`config.mk`:
```
export PLATFORM = sky130hd
export DESIGN_NAME = if_fetch
export DESIGN_NICKNAME = d
export VERILOG_FILES = /design/src/rtl/if_fetch_pkg.sv /design/src/rtl/if_fetch.sv
export SDC_FILE = /design/constraint.sdc
export NUM_CORES = 1
export LEC_CHECK = 0
export CAP_MARGIN = 20
export CELL_PAD_IN_SITES_DETAIL_PLACEMENT = 0
export CELL_PAD_IN_SITES_GLOBAL_PLACEMENT = 2
export CORE_MARGIN = 3
export CORE_UTILIZATION = 27
export CTS_BUF_LIST = sky130_fd_sc_hd__clkbuf_8
export DETAILED_ROUTE_END_ITERATION = 8
export HOLD_SLACK_MARGIN = 0.12
export PLACE_DENSITY_LB_ADDON = 0.1
export SLEW_MARGIN = 20
export SYNTH_ARGS = -nofsm -noshare
export SYNTH_HDL_FRONTEND = slang
export SYNTH_SLANG_ARGS = --single-unit
```
`constraint.sdc`:
```
create_clock -name clk -period 6.4 [get_ports clk]
set_clock_uncertainty 0.2 [all_clocks]
set_input_delay 0.96 -clock clk [delete_from_list [all_inputs] [get_ports clk]]
set_output_delay 0.96 -clock clk [all_outputs]
set_load 0.01 [all_outputs]
```
`src/rtl/if_fetch_pkg.sv`:
```
// Shared definitions for the instruction fetch unit: bus widths, reset
// polarity, FSM state encodings and small address helpers.
package if_fetch_pkg;

  localparam int InstAddrBus = 32;
  localparam int InstBus     = 32;
  localparam int ByteBus     = 8;

  localparam logic [InstBus-1:0] ZeroWord  = '0;
  localparam logic               RstEnable = 1'b1;

  // Fetch FSM states
  typedef enum logic [1:0] {
    ST_IDLE  = 2'd0,
    ST_REQ   = 2'd1,
    ST_DRAIN = 2'd2,
    ST_HOLD  = 2'd3
  } fetch_state_t;

  // Byte lane index within one 32-bit instruction word.
  typedef logic [1:0] byte_idx_t;

  localparam byte_idx_t LastByte = 2'd3;

  // Force an address onto a word boundary.
  function automatic logic [InstAddrBus-1:0] word_align(
    input logic [InstAddrBus-1:0] addr
  );
    return {addr[InstAddrBus-1:2], 2'b00};
  endfunction

  // Sequential next-instruction address; wraps modulo 2^32.
  function automatic logic [InstAddrBus-1:0] pc_incr(
    input logic [InstAddrBus-1:0] pc
  );
    return pc + 32'd4;
  endfunction

  // Byte address of lane idx of the word at pc; wraps modulo 2^32.
  function automatic logic [InstAddrBus-1:0] byte_addr(
    input logic [InstAddrBus-1:0] pc,
    input byte_idx_t              idx
  );
    return pc + {{(InstAddrBus-2){1'b0}}, idx};
  endfunction

endpackage

```
`src/rtl/if_fetch.sv`:
```
// Instruction fetch unit. Reads each instruction as four little-endian byte
// reads over a shared byte-wide memory port, assembles the word and offers it
// to decode with a valid/ready handshake. A redirect restarts the fetch at a
// word-aligned target and drops the byte response still in flight.
module if_fetch
  import if_fetch_pkg::*;
#(
  parameter logic [31:0] RESET_PC = 32'h0000_0000
) (
  input  logic        clk,
  input  logic        rst,
  output logic        mem_req_o,
  output logic [31:0] mem_addr_o,
  input  logic        mem_gnt_i,
  input  logic [7:0]  mem_rdata_i,
  input  logic        br_flag_i,
  input  logic [31:0] br_target_i,
  output logic        inst_valid_o,
  input  logic        inst_ready_i,
  output logic [31:0] pc_o,
  output logic [31:0] inst_o
);

  fetch_state_t           state;
  fetch_state_t           state_next;
  logic [InstAddrBus-1:0] pc;
  logic [InstAddrBus-1:0] pc_next;
  byte_idx_t              req_idx;
  byte_idx_t              req_idx_next;

  logic                   resp_vld_p1;
  byte_idx_t              resp_idx_p1;
  logic [InstBus-1:0]     inst_buf;

  logic                   redirect;
  logic [InstAddrBus-1:0] redirect_pc;
  logic                   unused_tgt_lsb;

  // The low target bits never reach the PC; keep them visibly consumed.
  assign unused_tgt_lsb = ^br_target_i[1:0];

  // A redirect arriving while still in IDLE is ignored so the very first
  // fetch always starts at RESET_PC.
  assign redirect    = br_flag_i && (state != ST_IDLE);
  assign redirect_pc = word_align(br_target_i);

  // FSM state register plus the fetch PC and byte request index.
  always_ff @(posedge clk) begin
    if (rst == RstEnable) begin
      state   <= ST_IDLE;
      pc      <= RESET_PC;
      req_idx <= '0;
    end else begin
      state   <= state_next;
      pc      <= pc_next;
      req_idx <= req_idx_next;
    end
  end

  // Next-state, next-PC and handshake outputs; redirect overrides the rest.
  always_comb begin
    state_next   = state;
    pc_next      = pc;
    req_idx_next = req_idx;
    mem_req_o    = 1'b0;
    inst_valid_o = 1'b0;

    case (state)
      ST_IDLE: begin
        state_next = ST_REQ;
      end

      ST_REQ: begin
        mem_req_o = 1'b1;
        if (mem_gnt_i) begin
          req_idx_next = req_idx + 2'd1;
          if (req_idx == LastByte) begin
            state_next = ST_DRAIN;
          end
        end
      end

      ST_DRAIN: begin
        if (resp_vld_p1 && (resp_idx_p1 == LastByte)) begin
          state_next = ST_HOLD;
        end
      end

      ST_HOLD: begin
        inst_valid_o = 1'b1;
        if (inst_ready_i) begin
          pc_next      = pc_incr(pc);
          req_idx_next = '0;
          state_next   = ST_REQ;
        end
      end

      default: begin
        state_next = ST_IDLE;
      end
    endcase

    // A redirect coinciding with a HOLD transfer still completes the
    // transfer; only the next PC changes from pc+4 to the target.
    if (redirect) begin
      pc_next      = redirect_pc;
      req_idx_next = '0;
      state_next   = ST_REQ;
    end
  end

  // ---- stage p1: granted request -> byte response one cycle later ----
  // A grant in the same cycle as a redirect belongs to the abandoned path,
  // so its response is marked invalid here and never reaches inst_buf.
  always_ff @(posedge clk) begin
    if (rst == RstEnable) begin
      resp_vld_p1 <= 1'b0;
      resp_idx_p1 <= '0;
    end else begin
      resp_vld_p1 <= mem_req_o && mem_gnt_i && !br_flag_i;
      resp_idx_p1 <= req_idx;
    end
  end

  // ---- stage p2: little-endian byte lane assembly ----
  // The assembly register is cleared by reset so inst_o starts at zero.
  always_ff @(posedge clk) begin
    if (rst == RstEnable) begin
      inst_buf <= ZeroWord;
    end else if (resp_vld_p1) begin
      inst_buf[8*resp_idx_p1 +: ByteBus] <= mem_rdata_i;
    end
  end

  assign mem_addr_o = byte_addr(pc, req_idx);
  assign pc_o       = pc;
  assign inst_o     = inst_buf;

endmodule

```
==> flow_metrics.tcl, run 1 <==
set metrics [dict create \
    outcome "finished clean" \
    synth_warnings 0 \
    power_frac_comb_pct 37.1 \
    io_buffers 138 \
    setup_viol_count_final 0 \
    drtAntennaViolNets 0 \
    critPathMaxFanout 17 \
    syn_to_final_growth_pct 41.17 \
    die_w_um 121.7 \
    r2r-end "pc_o[19]$_SDFFE_PP0P_" \
    fin_setup_tns_ps 0 \
    clk_latency_ps 360 \
    synth-seq-cells 69 \
    internal_power_mw 1.022 \
    whs_path_depth 2 \
    seqPwrFrac_pct 39.8 \
    grt_max_degree 75 \
    power.share.clock_pct 23.1 \
    clock_sinks 69 \
    post_cts_resized 0 \
    cap_violations 0 \
    fp.dieH_um 121.7 \
    rsz0062_at_grt "no" \
    reg2reg_depth 5 \
    ir_worst_vdd_uv 123.3 \
    slew_headroom_pct 33.63 \
    syn_area_um2 3613 \
    root_buffer "clkbuf_8" \
    rr_startpoint "state[0]$_SDFFE_PP0P_" \
    total_power_mw 1.586 \
    r2r_slack_ps 3770 \
    ys_top_cells_by_area "dfxtp_1 (38%), buf_4 (6.9%), nor2_1 (6.9%), a22oi_1 (6.6%), ha_1 (4.2%)" \
    postCtsHoldBufs 0 \
    hp-class "reg -> reg" \
    grt_antenna_before_repair 0 \
    drv_slew 0 \
    p_per_area_nw_per_um2 310.8 \
    fillers 1339 \
    drive_gt1_share_pct 5.714 \
    max_freq_mhz 331.2 \
    post_drt_wl_per_cell_um 16.37 \
    fin_crit_sh_pct 47.17 \
    grt-ovfl-total 0 \
    timing.final.ws_setup_ps 3381 \
    cts_tree "yes" \
    synth_top_area_share_pct 38.23 \
    synth-edff-count 0 \
    gp_congestion 0.6851 \
    grt_pass1_vias 3334 \
    dr.pass1.iters 4 \
    avgSynthCellArea_um2 8.583 \
    critical_path.startpoint_type "primary input" \
    io_pins 143 \
    dp_slack_ps 2989 \
    min_period_ps 3019 \
    hpwlAfterDp_um 8117 \
    core_area_um2 12880 \
    antenna_cells 0 \
    switchingPower_mw 0.5636 \
    viasPerCell 5.009 \
    sw_frac_of_total_pct 35.55 \
    post_cts_buffers 0 \
    track_usage_pct 15.58 \
    synth_area_leader_cell "dfxtp_1" \
    dp_cells 681 \
    clk_path_buf_depth 2 \
    netlist_instances 421 \
    core.rowCount 41 \
    tightest_slew_ps 993.0 \
    required_ps 6470 \
    vias 3491 \
    crit_path_end_kind "register" \
    htreeDepth 3 \
    ys_seq_area_share_pct 38.23 \
    synthDistinctLibCells 43 \
    final_nets 577 \
    initialDrtViolationCount 147 \
    grt_pass1_wl_um 18170 \
    min_to "inst_o[11]$_SDFFE_PP0P_" \
    start_util_pct 28.06 \
    arrival_ps 3090 \
    finalHoldViolCount 0 \
    async_flop_share_pct 0 \
    drc 0 \
    hp-start "inst_o[11]$_SDFFE_PP0P_" \
    instances_no_fill 697 \
    cts_buffers 9 \
    critical_path_class "in -> reg" \
    clk_pin_slew_ps 80 \
    die_area_um2 14810 \
    p_leak_nw 1.705 \
    yosys_most_used_dff "dfxtp_1" \
    utilization_pct 39.62 \
    wl_um 11410 \
]
## power by group through the flow
stage	combinational [mW]	clock (mW)	sequential (mW)
6_report	0.588	0.366	0.632
5_1_grt	0.644	0.401	0.651
4_1_cts	0.597	0.383	0.634
3_5_place_dp	0.594	0	0.643
3_3_place_gp	0.591	0	0.639
2_1_floorplan	0.328	0	0.633
## synthesized netlist by cell type, types with 8 or more instances
| library cell | number |
|---|---|
| a211oi_1 | 12 |
| a22oi_1 | 32 |
| a311oi_1 | 11 |
| and4_1 | 8 |
| buf_4 | 33 |
| clkbuf_1 | 14 |
| dfxtp_1 | 69 |
| ha_1 | 12 |
| nand2_1 | 23 |
| nand3_1 | 12 |
| nand4_1 | 13 |
| nor2_1 | 66 |
| nor4_1 | 10 |
| or4_1 | 10 |
## area by class of cell
cell class | count | area (um^2) | area share, %
Multi-Input combinational cell | 293 | 1883 | 36.91
Timing Repair Buffer | 141 | 1399 | 27.42
Sequential cell | 69 | 1381 | 27.08
Tap cell | 172 | 215.2 | 4.219
Clock buffer | 9 | 123.9 | 2.428
Clock inverter | 7 | 76.32 | 1.496
Inverter | 6 | 22.52 | 0.4415
## cell families after synthesis
logic type / share of synthesized area (%)
muxes: 0.9002
xor gates and xnor gates: 2.666
buffers and inverters: 9.903
and+or+nand+nor: 26.66
DFF: 38.23
AOI/OAI and AO/OA: 17.38
other: 0.1038
adders and majority gates: 4.155
## state kept, by name, summed over array words and instances, names as in the netlist
register     cells
inst_o          32
pc_o            30
req_idx          2
resp_idx_p1      2
state            2
resp_vld_p1      1
## stage by stage
step | cell area, um^2 | hold slack [ps]
2_1_floorplan | 3617 | 328.4
3_3_place_gp | 4898 | 292.1
3_5_place_dp | 4898 | 298.5
4_1_cts | 5099 | 318.9
5_1_grt | 5101 | 332.9
6_report | 5101 | 314.7
## worst max-delay path by stage
stage            startpoint                    end  slack, ps
5_1_grt        inst_ready_i  pc_o[19]$_SDFFE_PP0P_       3250
3_5_place_dp   inst_ready_i  pc_o[19]$_SDFFE_PP0P_       2990
2_1_floorplan  inst_ready_i  pc_o[29]$_SDFFE_PP0P_       4080
4_1_cts        inst_ready_i  pc_o[19]$_SDFFE_PP0P_       3370
3_3_place_gp   inst_ready_i  pc_o[19]$_SDFFE_PP0P_       3050
6_report       inst_ready_i  pc_o[19]$_SDFFE_PP0P_       3380
## routing by layer
| metal | track usage [%] | vias to the layer above | wire, um |
|---|---|---|---|
| met5 | 0 | - | 0 |
| met4 | 3.641 | 0 | 106 |
| met3 | 4.457 | 7 | 698 |
| met2 | 22.90 | 109 | 4859 |
| met1 | 22.52 | 1647 | 5746 |
| li1 | - | 1728 | - |
## critical path, stage by stage
cell and delay [ps]:
clkdlybuf4s50_1 610, and4_1 360, nand3_2 330, or4_1 570
a311oi_1 250
## layout by cell type (no fill, tap or decap), drive strengths merged, types with 2 or more instances in the layout
cell	count
nand2b	3
and3	6
clkinv	3
nor2b	3
nor4	10
xor2	7
a311oi	11
a2111oi	2
or3	7
dfxtp	69
inv	8
a22oi	32
or4	10
xnor2	4
o21ai	6
clkbuf	9
a21oi	6
conb	2
and4	9
nor3b	4
a211oi	12
o31ai	6
nand4	13
and2	4
nand2	23
ha	12
o31a	3
clkdlybuf4s50	137
nand3	14
nor2	66
mux2	2
nor3	6
buf	4
nor4b	3
(Power assumes the default switching activity.)
==> inputs of run 2 (changes only) <==
--- a/config.mk
+++ b/config.mk
@@ -9,7 +9,7 @@
 export CELL_PAD_IN_SITES_DETAIL_PLACEMENT = 0
 export CELL_PAD_IN_SITES_GLOBAL_PLACEMENT = 2
 export CORE_MARGIN = 3
-export CORE_UTILIZATION = 27
+export CORE_UTILIZATION = 25
 export CTS_BUF_LIST = sky130_fd_sc_hd__clkbuf_8
 export DETAILED_ROUTE_END_ITERATION = 8
 export HOLD_SLACK_MARGIN = 0.12
==> constraint.sdc (replaced) <==
create_clock -name clk -period 3.03 [get_ports clk]
set_clock_uncertainty 0.2 [all_clocks]
set_input_delay 0.4545 -clock clk [delete_from_list [all_inputs] [get_ports clk]]
set_output_delay 0.4545 -clock clk [all_outputs]
set_load 0.01 [all_outputs]
==> flow_metrics.tcl, run 2 (synthesis results as in run 1) <==
set metrics [dict create \
    multi_input_area_um2 1881 \
    arrival_ps 2390 \
    cap_violations 0 \
    path_buf_inv 0 \
    outcome "finished clean" \
    p_per_area_nw_per_um2 653.5 \
    syn_to_final_growth_pct 43.63 \
    start_util_pct 25.83 \
    grt_use_met2_pct 25.07 \
    gp_congestion 0.7354 \
    post_drt_wl_per_cell_um 16.67 \
    grt_pass1_wl_um 19090 \
    io_buffers 138 \
    whs_ps 312.6 \
    grt_max_degree 42 \
    crit_path_end_kind "register" \
    viasPerCell 4.952 \
    setup_viol_count_final 0 \
    placed_area_um2 4991 \
    grt-busiest-layer "met2" \
    finalHoldViolCount 0 \
    p_leak_nw 1.759 \
    core_area_um2 13990 \
    drtAntennaViolNets 0 \
    die_area_um2 15930 \
    gr-usage-met1_pct 19.41 \
    critical_path.startpoint_type "register" \
    cp_cell_sequence "and3_1 > nand3_2 > or4_1 > a311oi_1" \
    post_cts_resized 0 \
    critPathCapture "pc_o[21]$_SDFFE_PP0P_" \
    largest_register_ffs 32 \
    rr_startpoint "pc_o[4]$_SDFFE_PP0P_" \
    dp_cells 700 \
    track_usage_pct 14.86 \
    initialDrtViolationCount 202 \
    cts_buffers 9 \
    dr.pass1.iters 4 \
    postCtsHoldBufs 0 \
    max_freq_mhz 428.1 \
    final_common_cell "clkdlybuf4s50_1" \
    final_cell_mix "clkdlybuf4s50_1 (137), dfxtp_1 (69), nor2_1 (66), a22oi_1 (32), nand2_1 (23)" \
    drive_gt1_share_pct 7.477 \
    antenna_cells 0 \
    die_w_um 126.2 \
    clock_sinks 69 \
    seqCellArea_um2 1381 \
    clk_path_buf_depth 2 \
    utilization_pct 37.10 \
    grt_use_met3_pct 2.545 \
    r2r-end "pc_o[21]$_SDFFE_PP0P_" \
    tightest_slew_ps 926.7 \
    finalInstanceArea_um2 5190 \
    cpLargestDelayFamily "simple AND/OR/NAND/NOR gates" \
    core.rowCount 43 \
    ir_worst_vdd_uv 225.2 \
    fin_setup_tns_ps 0 \
    post_cts_buffers 0 \
    instances_no_fill 715 \
    io_pins 143 \
    cp-startpoint "pc_o[4]$_SDFFE_PP0P_" \
    fillers 1499 \
    grt_pass1_vias 3591 \
    drv_slew 0 \
    slowest_delay_ps 570 \
    fin_crit_sh_pct 77.10 \
    root_buffer "clkbuf_8" \
    grt-ovfl-total 0 \
    fp.dieH_um 126.2 \
    clk_pin_slew_ps 80 \
    wl_um 11920 \
    reg2reg_depth 4 \
    rsz0062_at_grt "no" \
    cp.depth 4 \
    grt_antenna_before_repair 0 \
    r2r_slack_ps 690 \
    required_ps 3090 \
    min_period_ps 2336 \
    crit_slowest_cell "or4_1" \
    critPathMaxFanout 17 \
    final_nets 588 \
    drc 0 \
    hp-class "reg -> reg" \
    slew_headroom_pct 38.06 \
    cts_tree "yes" \
    hpwlAfterDp_um 8933 \
    htreeDepth 3 \
    critical_path_class "reg -> reg" \
    vias 3541 \
    clk_latency_ps 340 \
]
[run 2: cell count changes in the layout (fill, tap and decap cells not counted), sizes merged]
cell	change
clkbuf	+2
clkinv	-1
buf	+11
inv	-2
[run 2: worst min-delay path, delay by kind of cell (launching register included)]
kind               cells  cell delay (ps)
DFF                    1              330
AOI/OAI and AO/OA      1               80
and+or+nand+nor        1               70
[run 2: power by group]
group	internal, mW	leakage [nW]	switching (mW)	total, mW
sequential	1.06	0.562	0.270	1.33
combinational	0.737	1.10	0.549	1.29
clock	0.418	0.101	0.359	0.777
[run 2: final cells by class]
cell class | instances | area share (%)
tap | 180 | 4.339
clock buffer | 11 | 2.917
sequential | 69 | 26.62
multi-input combinational | 293 | 36.23
clock inverter | 4 | 0.9161
timing repair buffer | 152 | 28.54
inverter | 6 | 0.4339
[run 2: worst min path at each step]
stage / startpoint / slack (ps) / cells past startpoint / end
2_1_floorplan: state[1]$_SDFFE_PP0P_ / 330 / 2 / state[1]$_SDFFE_PP0P_
3_3_place_gp: inst_o[30]$_SDFFE_PP0P_ / 290 / 2 / inst_o[30]$_SDFFE_PP0P_
3_5_place_dp: inst_o[23]$_SDFFE_PP0P_ / 300 / 2 / inst_o[23]$_SDFFE_PP0P_
4_1_cts: inst_o[14]$_SDFFE_PP0P_ / 320 / 2 / inst_o[14]$_SDFFE_PP0P_
5_1_grt: inst_o[14]$_SDFFE_PP0P_ / 330 / 2 / inst_o[14]$_SDFFE_PP0P_
6_report: inst_o[14]$_SDFFE_PP0P_ / 310 / 2 / inst_o[14]$_SDFFE_PP0P_
[run 2: routing by layer]
metal	part of all wire [%]	vias to the layer above	wire [um]
li1	-	1743	-
met1	47	1686	5577
met2	48	104	5724
met3	4.1	8	485
met4	1.1	0	135
met5	0	-	0
[run 2: stage by stage]
| stage | setup WS (ps) | total power, mW |
|---|---|---|
| after global placement | 464.2 | 2.652 |
| final | 693.8 | 3.392 |
| after global routing | 527.8 | 3.606 |
| after CTS | 682.6 | 3.436 |
| after detailed placement | 431.9 | 2.651 |
| after floorplan | 926.2 | 2.028 |
